===== src/rtl/adc_c2h_pkg.sv =====
// Shared constants and FSM encoding for the ADC-to-C2H stream packer.
package adc_c2h_pkg;

  localparam logic [31:0] HDR_MAGIC = 32'h5348_4150;
  localparam int          WORD_W    = 32;

  typedef enum logic [1:0] {IDLE, HDR, PAY_A, PAY_B} pk_state_t;

endpackage


===== src/rtl/adc_c2h_packer_fifo.sv =====
// Synchronous first-word-fall-through FIFO holding complete A/B sample sets.
// Also exposes the low PEEK_W bits of the entry behind the head.
module sample_fifo #(
  parameter int W      = 144,
  parameter int DEPTH  = 16,
  parameter int PEEK_W = 72
) (
  input  logic              clk,
  input  logic              rst,
  input  logic              wr_en,
  input  logic [W-1:0]      wr_data,
  input  logic              rd_en,
  output logic [W-1:0]      rd_data,
  output logic [PEEK_W-1:0] rd_peek,
  output logic              full,
  output logic              empty,
  output logic              more_than_one
);

  localparam int AW = $clog2(DEPTH);
  localparam logic [AW:0] FULL_LVL = (AW+1)'(DEPTH);

  logic [AW:0]   wr_ptr_q, wr_ptr_d, rd_ptr_q, rd_ptr_d, level;
  logic [AW-1:0] peek_idx;
  logic [W-1:0]  mem_q [DEPTH];
  logic [W-1:0]  mem_d [DEPTH];

  assign level         = wr_ptr_q - rd_ptr_q;
  assign full          = (level == FULL_LVL);
  assign empty         = (level == '0);
  assign more_than_one = (level > (AW+1)'(1));
  assign peek_idx      = rd_ptr_q[AW-1:0] + AW'(1);
  assign rd_data       = mem_q[rd_ptr_q[AW-1:0]];
  assign rd_peek       = mem_q[peek_idx][PEEK_W-1:0];

  // A write into the slot being popped is safe: the read uses the old contents.
  always_comb begin
    mem_d    = mem_q;
    wr_ptr_d = wr_ptr_q;
    rd_ptr_d = rd_ptr_q;
    if (wr_en) begin
      mem_d[wr_ptr_q[AW-1:0]] = wr_data;
      wr_ptr_d = wr_ptr_q + (AW+1)'(1);
    end
    if (rd_en) rd_ptr_d = rd_ptr_q + (AW+1)'(1);
  end

  always_ff @(posedge clk) begin
    if (rst) begin
      wr_ptr_q <= '0;
      rd_ptr_q <= '0;
    end else begin
      wr_ptr_q <= wr_ptr_d;
      rd_ptr_q <= rd_ptr_d;
    end
  end

  always_ff @(posedge clk) begin
    mem_q <= mem_d;
  end

endmodule


===== src/rtl/adc_c2h_packer.sv =====
// Packs A/B ADC sample sets into header + payload AXI-Stream packets for XDMA C2H.
// state | meaning
// IDLE  | no packet in flight, waiting for a buffered set
// HDR   | header beat presented
// PAY_A | channel-A beat of the head set (tvalid low while waiting for data)
// PAY_B | channel-B beat of the head set; head pops on its handshake
module adc_c2h_packer
  import adc_c2h_pkg::*;
#(
  parameter int ADC_DATA_WIDTH = 18,
  parameter int N_ADC_CHANNELS = 4,
  parameter int C_DATA_WIDTH   = 128,
  parameter int PKT_SAMPLES    = 64,
  parameter int FIFO_DEPTH     = 16
) (
  input  logic                                     axi_aclk,
  input  logic                                     rst,
  input  logic                                     acq_en,
  input  logic                                     sample_valid,
  input  logic [ADC_DATA_WIDTH*N_ADC_CHANNELS-1:0] adc_a_data_arr,
  input  logic [ADC_DATA_WIDTH*N_ADC_CHANNELS-1:0] adc_b_data_arr,
  input  logic                                     ovf_clr,
  output logic [C_DATA_WIDTH-1:0]                  m_axis_tdata,
  output logic [C_DATA_WIDTH/8-1:0]                m_axis_tkeep,
  output logic                                     m_axis_tvalid,
  output logic                                     m_axis_tlast,
  input  logic                                     m_axis_tready,
  output logic                                     ovf_sticky,
  output logic [15:0]                              drop_cnt,
  output logic [31:0]                              pkt_seq
);

  localparam int ARR_W = ADC_DATA_WIDTH * N_ADC_CHANNELS;
  localparam int SET_W = 2 * ARR_W;
  localparam int CNT_W = $clog2(PKT_SAMPLES);
  localparam logic [CNT_W-1:0] LAST_CNT = CNT_W'(PKT_SAMPLES - 1);

  function automatic logic [C_DATA_WIDTH-1:0] sext_words(input logic [ARR_W-1:0] arr);
    logic [C_DATA_WIDTH-1:0] w;
    w = '0;
    for (int k = 0; k < N_ADC_CHANNELS; k++)
      w[k*WORD_W +: WORD_W] = {{(WORD_W-ADC_DATA_WIDTH){arr[k*ADC_DATA_WIDTH+ADC_DATA_WIDTH-1]}},
                               arr[k*ADC_DATA_WIDTH +: ADC_DATA_WIDTH]};
    return w;
  endfunction

  pk_state_t               state_q, state_d;
  logic [C_DATA_WIDTH-1:0] tdata_q, tdata_d;
  logic                    tvalid_q, tvalid_d, tlast_q, tlast_d;
  logic [CNT_W-1:0]        in_cnt_q, in_cnt_d, out_cnt_q, out_cnt_d;
  logic [31:0]             samp_idx_q, samp_idx_d, pkt_seq_q, pkt_seq_d;
  logic [15:0]             drop_cnt_q, drop_cnt_d;
  logic                    ovf_q, ovf_d;

  logic             acc_gate, drop, hs;
  logic             fifo_wr, fifo_pop, fifo_full, fifo_empty, fifo_multi;
  logic [SET_W-1:0] fifo_head;
  logic [ARR_W-1:0] fifo_peek_a;

  sample_fifo #(.W(SET_W), .DEPTH(FIFO_DEPTH), .PEEK_W(ARR_W)) u_fifo (
    .clk          (axi_aclk),
    .rst          (rst),
    .wr_en        (fifo_wr),
    .wr_data      ({adc_b_data_arr, adc_a_data_arr}),
    .rd_en        (fifo_pop),
    .rd_data      (fifo_head),
    .rd_peek      (fifo_peek_a),
    .full         (fifo_full),
    .empty        (fifo_empty),
    .more_than_one(fifo_multi)
  );

  // Once a packet has started filling, it keeps accepting until complete.
  always_comb begin
    acc_gate   = sample_valid && (acq_en || (in_cnt_q != '0));
    fifo_wr    = acc_gate && (!fifo_full || fifo_pop);
    drop       = acc_gate && fifo_full && !fifo_pop;
    in_cnt_d   = in_cnt_q;
    ovf_d      = ovf_q;
    drop_cnt_d = drop_cnt_q;
    if (fifo_wr) in_cnt_d = (in_cnt_q == LAST_CNT) ? '0 : in_cnt_q + CNT_W'(1);
    if (drop) begin
      ovf_d      = 1'b1;
      drop_cnt_d = ovf_clr ? 16'd1 :
                   (drop_cnt_q == 16'hFFFF) ? drop_cnt_q : drop_cnt_q + 16'd1;
    end else if (ovf_clr) begin
      ovf_d      = 1'b0;
      drop_cnt_d = '0;
    end
  end

  // samp_idx tracks the set at the FIFO head, i.e. its accept-order index.
  always_comb begin
    state_d    = state_q;
    tdata_d    = tdata_q;
    tvalid_d   = tvalid_q;
    tlast_d    = tlast_q;
    out_cnt_d  = out_cnt_q;
    samp_idx_d = samp_idx_q;
    pkt_seq_d  = pkt_seq_q;
    fifo_pop   = 1'b0;
    hs         = tvalid_q && m_axis_tready;
    case (state_q)
      IDLE: if (!fifo_empty) begin
        state_d   = HDR;
        tvalid_d  = 1'b1;
        tlast_d   = 1'b0;
        out_cnt_d = '0;
        tdata_d   = {ovf_q, 15'b0, drop_cnt_q, samp_idx_q, pkt_seq_q, HDR_MAGIC};
      end
      HDR: if (hs) begin
        state_d = PAY_A;
        tdata_d = sext_words(fifo_head[ARR_W-1:0]);
      end
      PAY_A: begin
        if (!tvalid_q) begin
          if (!fifo_empty) begin
            tvalid_d = 1'b1;
            tdata_d  = sext_words(fifo_head[ARR_W-1:0]);
          end
        end else if (hs) begin
          state_d = PAY_B;
          tdata_d = sext_words(fifo_head[SET_W-1:ARR_W]);
          tlast_d = (out_cnt_q == LAST_CNT);
        end
      end
      PAY_B: if (hs) begin
        fifo_pop   = 1'b1;
        samp_idx_d = samp_idx_q + 32'd1;
        tlast_d    = 1'b0;
        if (out_cnt_q != LAST_CNT) begin
          state_d   = PAY_A;
          out_cnt_d = out_cnt_q + CNT_W'(1);
          tvalid_d  = fifo_multi;
          if (fifo_multi) tdata_d = sext_words(fifo_peek_a);
        end else begin
          state_d   = IDLE;
          tvalid_d  = 1'b0;
          pkt_seq_d = pkt_seq_q + 32'd1;
        end
      end
      default: state_d = IDLE;
    endcase
  end

  always_ff @(posedge axi_aclk) begin
    if (rst) begin
      state_q    <= IDLE;
      tdata_q    <= '0;
      tvalid_q   <= 1'b0;
      tlast_q    <= 1'b0;
      in_cnt_q   <= '0;
      out_cnt_q  <= '0;
      samp_idx_q <= '0;
      pkt_seq_q  <= '0;
      drop_cnt_q <= '0;
      ovf_q      <= 1'b0;
    end else begin
      state_q    <= state_d;
      tdata_q    <= tdata_d;
      tvalid_q   <= tvalid_d;
      tlast_q    <= tlast_d;
      in_cnt_q   <= in_cnt_d;
      out_cnt_q  <= out_cnt_d;
      samp_idx_q <= samp_idx_d;
      pkt_seq_q  <= pkt_seq_d;
      drop_cnt_q <= drop_cnt_d;
      ovf_q      <= ovf_d;
    end
  end

  assign m_axis_tdata  = tdata_q;
  assign m_axis_tkeep  = '1;
  assign m_axis_tvalid = tvalid_q;
  assign m_axis_tlast  = tlast_q;
  assign ovf_sticky    = ovf_q;
  assign drop_cnt      = drop_cnt_q;
  assign pkt_seq       = pkt_seq_q;

endmodule

===== config.mk =====
export PLATFORM = sky130hd
export DESIGN_NAME = adc_c2h_packer
export DESIGN_NICKNAME = d
export VERILOG_FILES = /design/src/rtl/adc_c2h_pkg.sv /design/src/rtl/adc_c2h_packer_fifo.sv /design/src/rtl/adc_c2h_packer.sv
export SDC_FILE = /design/constraint.sdc
export NUM_CORES = 2
export LEC_CHECK = 0
export ABC_AREA = 0
export BUFFER_PORTS_ARGS = -buffer_cell sky130_fd_sc_hd__buf_2
export CORE_AREA = 8 8 451 453
export CTS_CLUSTER_SIZE = 16
export DETAILED_ROUTE_END_ITERATION = 16
export DIE_AREA = 0 0 459 461
export PLACE_DENSITY = 0.74
export SLEW_MARGIN = 25
export SYNTH_ARGS = -nofsm -noshare
export SYNTH_HDL_FRONTEND = slang
export SYNTH_SLANG_ARGS = --single-unit

===== constraint.sdc =====
create_clock -name axi_aclk -period 13.1 [get_ports axi_aclk]
set_clock_uncertainty 0.2 [all_clocks]
set_input_delay 1.31 -clock axi_aclk [delete_from_list [all_inputs] [get_ports axi_aclk]]
set_output_delay 1.31 -clock axi_aclk [all_outputs]
set_load 0.05 [all_outputs]

==> metrics.md <==
| Metric | Value |
|---|---|
| Status | `completed` |
| DRT antenna net count | `0` |
| Crit end category | `register` |
| Ports | `345` |
| CTS Sinks | `2513` |
| Cell taking the most area after synthesis | `edfxtp_1` |
| Slowest stage delay, CP | `930 ps` |
| Tcrit/Tclk final | `52.9%` |
| Setup slack, reg-to-reg | `6170 ps` |
| Mapped Area | `0.107 mm2` |
| Fin. Hold Viols | `0` |
| Ys flop type | `edfxtp_1` |
| Gr ovfl total | `0` |
| Post-layout util | `60.9%` |
| WP data arrival | `7240 ps` |
| Commonest cells in the netlist | `2304 x edfxtp_1, 828 x mux4_2, 330 x mux2i_1` |
| Crit path kind | `register to register` |
| CTS H-Tree Depth | `4` |
| Slew @ Worst Pin | `1150 ps` |
| Initial DRC count | `8183` |
| Detailed Route WL | `296 mm` |
| Clk_lat worst skew | `910 ps` |
| Hpwl dp | `168 mm` |
| CP max-delay cell | `and3_4` |
| Post-CTS Setup Bufs | `0` |
| Initial Utilization | `54.7%` |
| Cell area power density | `146 mW/mm2` |
| Max FO, Critical Path | `51` |
| Routed WL per cell | `33.8 um` |
| Asr flop ratio synth | `0%` |
| Gr usage total | `27.5%` |
| LEAKAGE | `36.4 nW` |
| # placed instances | `8290` |
| First-pass GRT wire length | `426 mm` |
| Port Buf Inserts | `328` |
| Clock root cell | `clkbuf_16` |
| RSZ-0062 raised after global routing | `no` |
| Ys Warns | `0` |
| EDFF count, synth | `2304` |
| Worst-path clk slew | `60 ps` |
| Critical-path cell list | `inv_1 > fa_1 > xor2_1 > nor2_1 > o211a_1 > o21ai_1 > o21a_1 > and3_4 > buf_4 > buf_4` |
| Top-count cell post-synth | `edfxtp_1` |
| Via/cell ratio | `6.90` |
| Worst slew margin | `22.8%` |
| Die ar. | `0.212 mm2` |
| Final GP Congestion | `0.832` |
| Final nets | `6063` |
| Startpoint Class | `register` |
| Max-cap viol count | `0` |
| Crit path required time | `13410 ps` |
| CTS Buf Count | `240` |
| Share of the yosys chip area belonging to registers | `68.4%` |
| Share of cells above drive strength 1 | `28.6%` |
| Total vias in the final route | `60566` |
| Std-Cell Rows | `163` |
| Largest net degree at the start of global routing | `125` |
| Netlist cell types | `84` |
| Number of detailed-route iterations in the first pass | `8` |
| Max IR drop VDD | `0.180 mV` |
| Crit path top cell by count | `buf_4` |
| Yosys reg bits | `2513` |
| Synthesized instance count | `5619` |
| Final non-filler cell total | `8777` |
| Power Total | `17.4 mW` |
| DRC errors left | `0` |
| CTS hold repair buffers | `0` |
| Clk buf depth | `3` |
| Syn Area/Cell | `19.1 um2` |
| CTS tree | `built` |
| Share of the synthesized area in the top cell type | `64.5%` |
| Area grow syn2layout | `11.3%` |
| Post_cts resized | `0` |
| Tmin final | `6930 ps` |
| Top cells by area, synth | `edfxtp_1 64%, mux4_2 17%, dfxtp_1 3.9%` |
| Chip Width | `459 um` |
| Die H | `461 um` |
| Vias in the first global route | `60517` |
| Setup TNS | `0 ps` |
| Hold Crit Class | `register to register` |
| Final setup viols | `0` |
| Max Fclk | `144 MHz` |
| Antenna violations before repair | `52` |
| Slew Viols, Final | `0` |
| Core box area | `0.196 mm2` |
==> path summary, 6_finish.rpt <==
| path | start | endpoint | depth (start not counted) |
|---|---|---|---|
| min reg2reg | samp_idx_q[31] | m_axis_tdata[95] | 2 |
| min | samp_idx_q[31] | m_axis_tdata[95] | 2 |
| max | u_fifo.rd_ptr_q[1] | u_fifo.mem_q[1536] | 10 |
| max reg2reg | u_fifo.rd_ptr_q[1] | u_fifo.mem_q[1536] | 10 |
==> registers in the layout (all words and copies together), names as in the netlist <==
signal,count
drop_cnt,16
in_cnt_q,6
m_axis_tdata,102
m_axis_tlast,1
m_axis_tvalid,1
out_cnt_q,6
ovf_sticky,1
pkt_seq,32
samp_idx_q,32
state_q,2
u_fifo.mem_q,2304
u_fifo.rd_ptr_q,5
u_fifo.wr_ptr_q,5
==> cell families (layout without fill, tap and decap cells) <==
family                     Yosys count  count (layout)  synth area share (%)
other                                1              39               0.00349
and+or+nand+nor                    664             664                  2.87
DFF                               2513            2513                  68.4
muxes                             1170            1170                  20.7
adders and majority gates           16              16                 0.194
AOI/OAI and AO/OA                  711             711                  4.65
buffers and inverters              460             940                  2.50
xor gates and xnor gates            84              84                 0.693
==> area by class of cell <==
class	instances	area, um2
fill	13681	76700
sequential	2513	73400
multi-input combinational	2661	31500
clock buffer	352	6810
tap	2640	3300
timing repair buffer	456	2910
clock inverter	107	1330
inverter	25	106
antenna	23	57.6
==> cell usage in the layout, fill, tap and decap left out, types with 32 or more instances in the layout <==
cell type,netlist,routed
edfxtp_1,2304,2304
mux4_2,828,828
mux2i_1,330,330
buf_2,113,327
clkbuf_16,0,241
nand2_1,217,217
dfxtp_1,209,202
nor2_1,180,173
o21ai_0,153,153
a21oi_1,108,108
buf_4,98,99
nand3_1,92,92
clkbuf_1,155,73
a221oi_1,70,70
o22ai_1,56,56
xor2_1,48,47
a22oi_1,47,47
clkinv_2,0,38
clkbuf_8,0,36
a31oi_1,35,35
xnor2_1,35,34
a2111oi_0,34,34
nor3_1,34,32
==> report_power, final <==
group | internal (mW) | leakage [nW] | switching, mW | total (mW)
Sequential | 8.91 | 22.5 | 0.142 | 9.05
Combinational | 0.302 | 10.0 | 1.01 | 1.31
Clock | 4.02 | 3.95 | 3.03 | 7.05
==> critical path, delay by kind of cell (launching register included) <==
| family | cells | cell delay [ps] |
|---|---|---|
| buffers and inverters | 3 | 2220 |
| AO/OA/AOI/OAI | 3 | 1260 |
| AND/OR/NAND/NOR | 2 | 1000 |
| flip-flops | 1 | 920 |
| adder cells (fa/ha/maj) | 1 | 550 |
| XOR/XNOR | 1 | 170 |
==> metrics by stage <==
step / setup slack (ps) / hold WS (ps) / area [um2]
after floorplan: 2910 / 242 / 107000
after global placement: 6320 / 259 / 111000
after detailed placement: 6190 / 259 / 111000
after CTS: 6160 / 276 / 119000
after global routing: 5850 / 315 / 119000
final: 6170 / 277 / 119000
==> routing by layer <==
layer | track usage [%] | wire length, um | part of all wire [%]
met4 | 11.8 | 14400 | 4.9
met3 | 5.68 | 32300 | 11
met5 | 0 | 71 | 0.024
met2 | 44.0 | 142000 | 48
met1 | 37.0 | 108000 | 36
(Power assumes the default switching activity.)
